--- config.mk ---
export PLATFORM = sky130hd
export DESIGN_NAME = pipe_hazard_ctrl
export DESIGN_NICKNAME = d
export VERILOG_FILES = /design/src/rtl/pipe_hazard_ctrl.sv
export SDC_FILE = /design/constraint.sdc
export NUM_CORES = 1
export LEC_CHECK = 0
export CAP_MARGIN = 20
export CORE_ASPECT_RATIO = 0.8
export CORE_MARGIN = 1.5
export CORE_UTILIZATION = 51
export DETAILED_ROUTE_END_ITERATION = 12
export PLACE_DENSITY_LB_ADDON = 0.1
export SETUP_SLACK_MARGIN = 0.15
export SLEW_MARGIN = 20
export SYNTH_ARGS = -nofsm -noshare
export SYNTH_HDL_FRONTEND = slang
export SYNTH_SLANG_ARGS = --single-unit
--- constraint.sdc ---
create_clock -name clk -period 5.1 [get_ports clk]
set_input_delay 1.02 -clock clk [delete_from_list [all_inputs] [get_ports clk]]
set_output_delay 1.02 -clock clk [all_outputs]
set_load 0.01 [all_outputs]
--- src/rtl/pipe_hazard_ctrl.sv ---
// Hazard/stall sequencer for the 5-stage pipeline: arbitrates memory wait,
// taken-branch flush and load-use bubbles, and keeps stall/flush statistics.
module pipe_hazard_ctrl #(
  parameter int LOAD_USE_CYCLES = 1,
  parameter int MEM_TIMEOUT     = 64,
  parameter int CNT_W           = 16
) (
  input  logic             clk,
  input  logic             reset_n,
  input  logic [4:0]       if_id_rn,
  input  logic [4:0]       if_id_rm,
  input  logic             if_id_uses_rm,
  input  logic [4:0]       id_ex_rd,
  input  logic             id_ex_mem_read,
  input  logic             ex_mem_branch_taken,
  input  logic             mem_req,
  input  logic             mem_ready,
  output logic             pc_write,
  output logic             if_id_write,
  output logic             id_ex_write,
  output logic             ex_mem_write,
  output logic             id_ex_bubble,
  output logic             flush_if_id,
  output logic             flush_id_ex,
  output logic             flush_ex_mem,
  output logic             mem_err,
  output logic [CNT_W-1:0] stall_cycles,
  output logic [CNT_W-1:0] flush_events,
  output logic [1:0]       state_dbg
);

  // Handshake: the data memory owns the MEM stage while mem_req=1; an access
  // completes in the cycle mem_ready=1. Dropping mem_req also ends a wait.

  typedef enum logic [1:0] {
    RUN        = 2'd0,
    LOAD_STALL = 2'd1,
    MEM_WAIT   = 2'd2
  } state_t;

  localparam int                WAIT_W    = $clog2(MEM_TIMEOUT + 1);
  localparam logic [WAIT_W-1:0] WAIT_MAX  = '1;
  localparam logic [WAIT_W-1:0] TIMEOUT_V = WAIT_W'(MEM_TIMEOUT);
  localparam logic [1:0]        LU_LAST   = 2'(LOAD_USE_CYCLES - 1);

  state_t            state, state_nxt;
  logic [1:0]        lu_cnt, lu_nxt;
  logic [WAIT_W-1:0] wait_cnt, wait_nxt;
  logic              err_nxt;
  logic              count_flush;
  logic              luh;
  logic              freeze;

  assign state_dbg = state;

  // XZR reads as zero, so a load targeting it never feeds a consumer.
  assign luh = id_ex_mem_read && (id_ex_rd != 5'd31) &&
               ((id_ex_rd == if_id_rn) || (if_id_uses_rm && (id_ex_rd == if_id_rm)));

  assign freeze = mem_req && !mem_ready;

  always_comb begin
    pc_write     = 1'b1;
    if_id_write  = 1'b1;
    id_ex_write  = 1'b1;
    ex_mem_write = 1'b1;
    id_ex_bubble = 1'b0;
    flush_if_id  = 1'b0;
    flush_id_ex  = 1'b0;
    flush_ex_mem = 1'b0;
    state_nxt    = state;
    lu_nxt       = lu_cnt;
    wait_nxt     = wait_cnt;
    err_nxt      = mem_err;
    count_flush  = 1'b0;

    if (freeze) begin
      pc_write     = 1'b0;
      if_id_write  = 1'b0;
      id_ex_write  = 1'b0;
      ex_mem_write = 1'b0;
      state_nxt    = MEM_WAIT;
      if (state != MEM_WAIT) begin
        wait_nxt = WAIT_W'(1);
      end else if (wait_cnt != WAIT_MAX) begin
        wait_nxt = wait_cnt + WAIT_W'(1);
      end
      if (wait_nxt >= TIMEOUT_V) begin
        err_nxt = 1'b1;
      end
    end else if (ex_mem_branch_taken) begin
      flush_if_id  = 1'b1;
      flush_id_ex  = 1'b1;
      flush_ex_mem = 1'b1;
      count_flush  = 1'b1;
      state_nxt    = RUN;
    end else if (state == LOAD_STALL) begin
      // Remaining bubbles of an earlier hazard; the consumer is still in IF/ID.
      pc_write     = 1'b0;
      if_id_write  = 1'b0;
      id_ex_bubble = 1'b1;
      lu_nxt       = lu_cnt + 2'd1;
      if (lu_cnt == LU_LAST) begin
        state_nxt = RUN;
      end
    end else if (luh) begin
      pc_write     = 1'b0;
      if_id_write  = 1'b0;
      id_ex_bubble = 1'b1;
      if (LOAD_USE_CYCLES > 1) begin
        state_nxt = LOAD_STALL;
        lu_nxt    = 2'd1;
      end else begin
        state_nxt = RUN;
      end
    end else begin
      state_nxt = RUN;
    end

    if (!reset_n) begin
      pc_write     = 1'b0;
      if_id_write  = 1'b0;
      id_ex_write  = 1'b0;
      ex_mem_write = 1'b0;
      id_ex_bubble = 1'b1;
      flush_if_id  = 1'b1;
      flush_id_ex  = 1'b1;
      flush_ex_mem = 1'b1;
    end
  end

  always_ff @(posedge clk or negedge reset_n) begin
    if (!reset_n) begin
      state        <= RUN;
      lu_cnt       <= 2'd0;
      wait_cnt     <= '0;
      mem_err      <= 1'b0;
      stall_cycles <= '0;
      flush_events <= '0;
    end else begin
      state    <= state_nxt;
      lu_cnt   <= lu_nxt;
      wait_cnt <= wait_nxt;
      mem_err  <= err_nxt;
      if (!pc_write && (stall_cycles != '1)) begin
        stall_cycles <= stall_cycles + CNT_W'(1);
      end
      if (count_flush && (flush_events != '1)) begin
        flush_events <= flush_events + CNT_W'(1);
      end
    end
  end

endmodule

; Word-level counts from Yosys, hierarchy flattened
; Index checks and enable logic that the tools add are counted.
[totals]
ff_bits = 44
latchBits = 0
ramBits = 0
rom_bits = 0
in_bits = 22
out_inout_bits = 43
word_cells = 56
memories = 0
[classes]
add_sub_neg = 4
n_mul = 0
n_div = 0
magnitude_cmp = 1
eq_ne = 9
shifts = 0
n_mux = 22
n_bitwise = 2
n_reduce_logical = 12
[op_table]
columns = op, n
row1 = $add A16 B1 Y16 const B, 2
row2 = $ne A16 B16 Y1 const B, 2
row3 = $mux W7, 3
row4 = $mux W1, 15
row5 = $eq A5 B5 Y1, 2
row6 = $mux W2, 4
row7 = $add A7 B1 Y7 const B, 1
row8 = $ge A7 B7 Y1 const B, 1
row9 = $ne A7 B7 Y1 const B, 1
row10 = $logic_and A1 B1 Y1, 6
row11 = $ne A5 B5 Y1 const B, 1
row12 = $ne A4 B3 Y1 const B, 1
row13 = $reduce_and A3 Y1, 1
row14 = $add A2 B1 Y2 const B, 1
row15 = $eq A2 B1 Y1 const B, 1
row16 = $logic_not A1 Y1, 2
row17 = $logic_not A2 Y1, 1
row18 = $ne A2 B2 Y1 const B, 1
row19 = $not A1 Y1, 2
row20 = $reduce_and A2 Y1, 1
row21 = $logic_or A1 B1 Y1, 1

; Longest topological paths before layout
; Gate-level depths: netlist of run 1.
[depth]
depth_word = 11
ltp_mapped = 8
depth_no_buf = 7

; Least setup slack after synthesis of run 1
; Ideal clock, no wire load.
[synth_timing]
kind = input-to-output
from = input mem_ready
to = output pc_write
t_arrival_ns = 2.068
path_slack_ns = 2.012
stages = 6
path_cell_list = nand2b_1 > buf_2 > and2_1 > a21boi_2 > buf_6 > buf_4
[synth_via]
elab_chain_len = 4
[synth_rtl]
columns = element, line
row1 = start: declaration, 17  ; input logic mem_ready,
row2 = $logic_not A1 Y1, 60  ; assign freeze = mem_req && !mem_ready;
row3 = $logic_and A1 B1 Y1, 60
row4 = $mux W1 (2 in a row), --
row5 = end: declaration, 18  ; output logic pc_write,
; No other way between the ends.

; Worst setup path after layout of run 1
[layout_timing]
from = input mem_ready
to = output if_id_write
[layout_via]
elab_chain_len = 4
[layout_rtl]
columns = element, line
row1 = $logic_not A1 Y1, 60
row2 = $logic_and A1 B1 Y1, 60
row3 = $mux W1, 77  ; if (freeze) begin
row4 = $mux W1, 120  ; if (!reset_n) begin
row5 = end: declaration, 19  ; output logic if_id_write,
; No other way between the ends.

==> impl_metrics.ini, run 1 <==
[global_routing]
track_usage_pct = 20.05
grt_pass1_vias = 1554
grt_pass1_wl_mm = 7.293
overflow = 0
antenna_found_initial = 0
grt_max_degree = 44

[routing]
drt-total-wl_mm = 4.362
firstDrtPassIters = 4
drc = 0
routed_via_density = 5.194
dr.first_iter.drc_count = 44
vias = 1683
wl_per_cell_um = 13.46
ant_nets = 0

[clocking]
cts_max_level = 2
cts_hold_buffers = 0
root_buffer = clkbuf_8
clk-insertion-delay-late_ps = 280
clkTransAtPathRegs_ps = 70
clock_path_buffers = 2
post-cts-setup-buffers = 0
tritoncts = built
cts_resized = 0
cts_sinks = 41
cts_buffers = 5

[timing]
finalMaxSlewViolations = 0
finalSetupViolCount = 0
setup_tns_ps = 0
max_slew_margin_pct = 35.25
clock_skew_ps = 5.147
final_hold_viol_count = 0
worstMarginPinSlew_ps = 966.0
rsz0062_at_grt = no
period_share_pct = 77.52
timing.fmax_mhz = 252.9
hold_ws_ps = 466.4
layout_min_cycle_time_ps = 3954

[yosys]
syn_avg_cell_area_um2 = 10.75
yosys_warnings = 0
syn_inst = 204
yosysUniqueCellTypes = 39
syn_area_um2 = 2192
synth_edf_count = 0
ys.flop_type = dfrtp_1
synth_seq_area_share_pct = 46.80
ys_ff_latch = 41
async_flop_share_pct = 100.0
syn-num-nets = 229

[cells_and_area]
fin_util_pct = 70.86
mostFrequentLayoutCells = clkdlybuf4s50_1, dfrtp_1, xnor2_1
mostFrequentLayoutCell = clkdlybuf4s50_1
final_cell_area_um2 = 2942
nNetsFinal = 292
area.growth.synth_to_final_pct = 34.19
finalNonFillerCells = 324
n_antenna_cell = 0
drive_above_1_share_pct = 10.49

[placed_design]
hpwl_mm = 3.329
io_buffer_count = 63
dp_cells = 317
dpl_cell_area_um2 = 2838
gp_congestion = 0.7668

[critical_path]
criticalPathCategory = in2out
start_kind = input port
arrival_ps = 2930
critPathRequiredTime_ps = 4080
path_max_fanout = 16
endpoint_kind = primary output

[floorplan]
die_h_um = 61.64
start_util_pct = 52.80
coreArea_um2 = 4151
io_pins = 65
die_w_um = 76.30
num_rows = 21
dieArea_um2 = 4703

[pwr]
leakagePower_nw = 1.195
powerDensity_nw_per_um2 = 379.3
max-vdd-ir-drop_v = 0.0002573

[flow_run]
cap_violations = 0

[worst_hold_path]
hold_path_class = reg2reg

[run_status]
status = finished clean
-- critical path, cell delays in order --
cell and delay [ps]:
clkdlybuf4s50_1 440, nand2b_1 270, and2_1 220, a21boi_2 160, buf_4 240, clkdlybuf4s50_1 570
-- Yosys cell counts (all sizes together) (4+ instances only) --
cell / number / area (um^2)
nor4: 6 / 75.07
and3: 4 / 30.03
mux2: 4 / 45.04
nor3: 4 / 25.02
buf: 9 / 66.31
and4: 4 / 37.54
xor2: 14 / 122.6
nand3: 14 / 70.07
nand2: 19 / 71.32
dfrtp: 41 / 1026
nor2: 12 / 45.04
nand4: 11 / 75.07
xnor2: 25 / 219.0
inv: 5 / 18.77
a21oi: 9 / 56.31
-- cell type report --
type | instances | area [um^2]
fill | 331 | 1210
multi-input combinational | 149 | 1081
sequential | 41 | 1026
timing repair buffer | 65 | 640.6
tap | 57 | 71.32
clock buffer | 5 | 68.82
clock inverter | 2 | 35.03
inverter | 5 | 18.77
-- kinds of logic (layout without fill, tap and decap cells) --
| kind of cell | after synthesis | after routing | share of synthesized area, % |
|---|---|---|---|
| adders and majority gates | 3 | 3 | 1.713 |
| other | 1 | 1 | 0.1711 |
| and+or+nand+nor | 83 | 83 | 22.49 |
| AOI/OAI and AO/OA | 18 | 18 | 6.850 |
| xor gates and xnor gates | 39 | 39 | 15.58 |
| buffers and inverters | 14 | 77 | 3.881 |
| DFF | 41 | 41 | 46.80 |
| muxes | 5 | 5 | 2.511 |
-- layer usage --
| layer | wire [um] | up-vias | track usage [%] |
|---|---|---|---|
| met5 | 0 | - | 0 |
| met4 | 19 | 0 | 5.820 |
| met3 | 332 | 2 | 6.667 |
| met2 | 1929 | 55 | 30.23 |
| met1 | 2080 | 795 | 27.98 |
| li1 | - | 831 | - |
-- flip-flops by register name, indices dropped and copies added (netlist names) --
name,flops
flush_events,16
mem_err,1
state_dbg,1
wait_cnt,7
stall_cycles,16
-- path summary, 6_finish.rpt --
check	start	endpoint	slack (ps)	cells after the start
worst max-delay path	mem_ready	if_id_write	1150	6
worst min-delay path	mem_err$_DFFE_PN0P_	mem_err$_DFFE_PN0P_	470	1
worst max register to register	stall_cycles[3]$_DFFE_PN0P_	stall_cycles[1]$_DFFE_PN0P_	2650	5
worst min register to register	mem_err$_DFFE_PN0P_	mem_err$_DFFE_PN0P_	470	1
max in group asynchronous	reset_n	stall_cycles[6]$_DFFE_PN0P_	3890	2
min in group asynchronous	reset_n	stall_cycles[14]$_DFFE_PN0P_	850	2
-- through the flow --
stage,total power [W],setup slack (ps)
finish,0.001116,1146
global route,0.001191,1019
CTS,0.001127,1142
detailed placement,0.0008782,1150
global placement,0.0008653,1179
floorplan,0.0006734,2012
-- where the power goes --
group	total (W)	internal (W)	leakage, nW	switching (W)
Sequential	0.000502	0.000403	0.520	0.0000989
Clock	0.000245	0.000142	0.0540	0.000103
Combinational	0.000369	0.000214	0.620	0.000154
Total	0.00112	0.000759	1.19	0.000356
Note: power is estimated with default switching activity, not from simulation.
==> run 2: changes to the inputs <==
--- a/config.mk
+++ b/config.mk
@@ -8,7 +8,7 @@
 export CAP_MARGIN = 20
 export CORE_ASPECT_RATIO = 0.8
 export CORE_MARGIN = 1.5
-export CORE_UTILIZATION = 51
+export CORE_UTILIZATION = 47
 export DETAILED_ROUTE_END_ITERATION = 12
 export PLACE_DENSITY_LB_ADDON = 0.1
 export SETUP_SLACK_MARGIN = 0.15
==> constraint.sdc (replaced) <==
create_clock -name clk -period 3.8 [get_ports clk]
set_input_delay 0.76 -clock clk [delete_from_list [all_inputs] [get_ports clk]]
set_output_delay 0.76 -clock clk [all_outputs]
set_load 0.01 [all_outputs]
==> impl_metrics.ini, run 2 (synthesis gave the netlist of run 1 again) <==
[run_status]
status = finished clean

[placed_design]
gp_congestion = 0.8297
place_worst_setup_slack_ps = 410.9
dp_cells = 323
hpwl_mm = 3.336
io_buffer_count = 63
dpl_cell_area_um2 = 2864

[cells_and_area]
n_antenna_cell = 0
mostFrequentLayoutCell = clkdlybuf4s50_1
finalNonFillerCells = 330
area.growth.synth_to_final_pct = 34.76
drive_above_1_share_pct = 11.48
reg.largest.list = flush_events (16), stall_cycles (16), wait_cnt (7)
final_cell_area_um2 = 2954
nNetsFinal = 295
mostFrequentLayoutCells = clkdlybuf4s50_1, dfrtp_1, xnor2_1

[floorplan]
die_w_um = 79.36
start_util_pct = 48.26
dieArea_um2 = 5085
num_rows = 22
io_pins = 65
die_h_um = 64.09
coreArea_um2 = 4542

[clocking]
cts_resized = 0
cts_hold_buffers = 0
clkTransAtPathRegs_ps = 80
cts_max_level = 2
tritoncts = built
root_buffer = clkbuf_8
clock_path_buffers = 2
clk-insertion-delay-late_ps = 290
cts_sinks = 41
cts_buffers = 5
post-cts-setup-buffers = 0

[critical_path]
critPathRequiredTime_ps = 3040
arrival_ps = 2630
r2r_slack_ps = 1850
reg2reg_from = wait_cnt[0]$_DFFE_PN0P_
start_kind = input port
reg2reg_depth = 7
path_max_fanout = 3
criticalPathCategory = in2out
endpoint_kind = primary output
crit_start = id_ex_rd[4]

[routing]
drt-total-wl_mm = 4.371
ant_nets = 0
vias = 1704
routed_via_density = 5.164
wl_per_cell_um = 13.25
dr.first_iter.drc_count = 50
drc = 0
firstDrtPassIters = 4

[global_routing]
grt_pass1_wl_mm = 7.652
grt_use_met2_pct = 27.14
antenna_found_initial = 0
track_usage_pct = 19.78
grt_max_degree = 26
gr-usage-met1_pct = 28.83
grt-busiest-layer = met1
use_met3_pct = 6.286
overflow = 0
grt_pass1_vias = 1616

[timing]
rsz0062_at_grt = no
layout_min_cycle_time_ps = 3394
setup_ws_ps = 405.6
setup_tns_ps = 0
final_hold_viol_count = 0
clock_skew_ps = 10.73
timing.fmax_mhz = 294.6
period_share_pct = 89.33
finalSetupViolCount = 0
finalMaxSlewViolations = 0

[pwr]
power_w = 0.001447
powerDensity_nw_per_um2 = 490.0
max-vdd-ir-drop_v = 0.0002381
leakagePower_nw = 1.199

[worst_hold_path]
hp-start = mem_err$_DFFE_PN0P_
hold_depth = 1
hold_path_class = reg2reg

[flow_run]
cap_violations = 0
[run 2: cell types whose count changed in the layout (fill, tap and decap cells not counted), sizes merged]
cell / previous run / this run
buf: 3 / 6
bufinv: 1 / 0
clkbuf: 5 / 6
clkinv: 1 / 0
clkinvlp: 0 / 1
[run 2: area by class of cell]
cell class,instances,area [um^2]
clock inverters,1,7.507
inverters,5,18.77
repair buffers,68,663.1
clock buffers,6,82.58
fillers,393,1588
flip-flops and latches,41,1026
well taps,60,75.07
multi-input cells,149,1081
[run 2: routing by layer]
layer  wire [um]  up-vias
li1            -      840
met1        2132      798
met2        1859       61
met3         310        5
met4          69        0
met5           0        -
[run 2: stage by stage]
stage | utilization [%] | hold slack [ps]
floorplan | - | 464.4
global placement | 63.06 | 449.2
detailed placement | 63.06 | 455.2
CTS | 65.04 | 473.5
global route | 65.04 | 505.2
finish | 65.04 | 466.8
[run 2: report_power, final]
group	leakage, nW	switching (W)	internal (W)
logic	0.635	0.000199	0.000289
clock network	0.0433	0.000146	0.000144
registers	0.520	0.000130	0.000540
[run 2: final timing paths]
path	end
worst max-delay path	id_ex_bubble
worst min register to register	mem_err$_DFFE_PN0P_
max in group asynchronous	wait_cnt[1]$_DFFE_PN0P_
worst min-delay path	mem_err$_DFFE_PN0P_
worst max register to register	wait_cnt[3]$_DFFE_PN0P_
min in group asynchronous	flush_events[6]$_DFFE_PN0P_
[run 2: worst max-delay path, stage by stage]
cell             delay, ps
clkdlybuf4s50_1        570
xnor2_1                140
nand3_1                100
o22ai_2                210
nand2_1                120
o21ai_0                170
clkdlybuf4s50_1        570
==> run 3: changes to the inputs <==
--- a/config.mk
+++ b/config.mk
@@ -6,7 +6,7 @@
 export NUM_CORES = 1
 export LEC_CHECK = 0
 export CAP_MARGIN = 20
-export CORE_ASPECT_RATIO = 0.8
+export CORE_ASPECT_RATIO = 0.7
 export CORE_MARGIN = 1.5
 export CORE_UTILIZATION = 47
 export DETAILED_ROUTE_END_ITERATION = 12
==> constraint.sdc (replaced) <==
create_clock -name clk -period 3.8 [get_ports clk]
set_input_delay 0.38 -clock clk [delete_from_list [all_inputs] [get_ports clk]]
set_output_delay 0.38 -clock clk [all_outputs]
set_load 0.01 [all_outputs]
==> impl_metrics.ini, run 3 (synthesis gave the netlist of run 1 again) <==
[cells_and_area]
mostFrequentLayoutCell = clkdlybuf4s50_1
nNetsFinal = 293
finalNonFillerCells = 323
fin_util_pct = 66.90
drive_above_1_share_pct = 10.82
reg.largest.list = flush_events (16), stall_cycles (16), wait_cnt (7)
area.growth.synth_to_final_pct = 34.42
n_fill_cell = 357
seqCellArea_um2 = 1026
multiInputGateArea_um2 = 1081
mostFrequentLayoutCells = clkdlybuf4s50_1, dfrtp_1, xnor2_1
n_antenna_cell = 0

[clocking]
tritoncts = built
cts_hold_buffers = 0
root_buffer = clkbuf_8
clkTransAtPathRegs_ps = 80
cts_max_level = 2
cts_buffers = 5
clk-insertion-delay-late_ps = 290
clock_path_buffers = 2
cts_sinks = 41
post-cts-setup-buffers = 0
cts_resized = 0

[floorplan]
die_w_um = 84.63
coreArea_um2 = 4404
die_h_um = 60.14
num_rows = 20
io_pins = 65
dieArea_um2 = 5089
start_util_pct = 49.77

[timing]
setup_ws_ps = 1082
rsz0062_at_grt = no
timing.fmax_mhz = 367.9
layout_min_cycle_time_ps = 2718
setup_tns_ps = 0
worstMarginPinSlew_ps = 514.1
max_slew_margin_pct = 65.54
finalMaxSlewViolations = 0
period_share_pct = 71.53
finalSetupViolCount = 0
clock_skew_ps = 9.247
final_hold_viol_count = 0

[flow_run]
cap_violations = 0

[global_routing]
grt_pass1_wl_mm = 7.424
overflow = 0
grt_pass1_vias = 1619
grt_max_degree = 25
antenna_found_initial = 0
track_usage_pct = 18.79

[critical_path]
reg2reg_depth = 7
r2r_end = stall_cycles[2]$_DFFE_PN0P_
start_kind = input port
reg2reg_from = stall_cycles[3]$_DFFE_PN0P_
crit_chain = clkdlybuf4s50_1 > nand2b_1 > and2_1 > a21boi_2 > buf_4 > clkdlybuf4s50_1
arrival_ps = 2340
criticalPathCategory = in2out
r2r_slack_ps = 1560
cp_common_cell = clkdlybuf4s50_1
endpoint_kind = primary output
cp_slowest_cell = clkdlybuf4s50_1
crit_start = mem_ready
critPathRequiredTime_ps = 3420
critical-path-max-stage-delay_ps = 570
path_max_fanout = 16

[routing]
ant_nets = 0
firstDrtPassIters = 4
wl_per_cell_um = 13.60
routed_via_density = 5.220
vias = 1686
drc = 0
drt-total-wl_mm = 4.393
dr.first_iter.drc_count = 55

[pwr]
powerDensity_nw_per_um2 = 508.8
max-vdd-ir-drop_v = 0.0004118
leakagePower_nw = 1.200

[worst_hold_path]
hold_path_class = in2async

[placed_design]
dp_cells = 316
gp_congestion = 0.7792
place_worst_setup_slack_ps = 1076
hpwl_mm = 3.379
io_buffer_count = 63

[run_status]
status = finished clean
run 3: cell types whose count changed in the layout (fill, tap and decap cells not counted):
| cell | delta |
|---|---|
| buf_4 | -2 |
| bufinv_16 | +1 |
| clkbuf_8 | -1 |
| clkinv_2 | +1 |
| clkinvlp_4 | -1 |
run 3: report_power, final:
part,switching (W),internal [W],total (W)
Combinational,0.000205,0.000287,0.000492
Sequential,0.000132,0.000540,0.000672
Clock,0.000144,0.000191,0.000335
Total,0.000481,0.00102,0.00150
run 3: worst max-delay path by stage:
stage                                    to  slack [ps]  cells after the start
2_1_floorplan  stall_cycles[14]$_DFFE_PN0P_        1960                      6
3_3_place_gp                       pc_write        1140                      6
3_5_place_dp                    if_id_write        1080                      6
4_1_cts                         if_id_write        1080                      6
5_1_grt                            pc_write         960                      6
6_report                        if_id_write        1080                      6
run 3: metrics by stage:
step | cell area (um^2) | hold WS, ps | power [W]
global placement | 2843 | 355.9 | 0.001167
floorplan | 2192 | 84.41 | 0.0009038
global route | 2947 | 53.00 | 0.001598
finish | 2947 | 20.55 | 0.001499
detailed placement | 2843 | 355.8 | 0.001175
CTS | 2947 | 31.48 | 0.001513
run 3: layout make-up:
class | count | area share, %
Multi-Input combinational cell | 149 | 36.69
Sequential cell | 41 | 34.82
Timing Repair Buffer | 66 | 22.00
Clock buffer | 5 | 2.335
Tap cell | 55 | 2.335
Clock inverter | 2 | 1.189
Inverter | 5 | 0.6369
run 3: critical path: cells and delay by family:
kind                   cells  cell delay [ps]
buffers and inverters      3             1250
AND/OR/NAND/NOR            2              540
AO/OA/AOI/OAI              1              170
run 3: layer usage:
layer  vias up  track usage, %  wire length, um
li1        832               -                -
met1       788           25.79             2193
met2        61           28.91             1824
met3         5           5.939              336
met4         0           5.530               39
met5         -               0                0
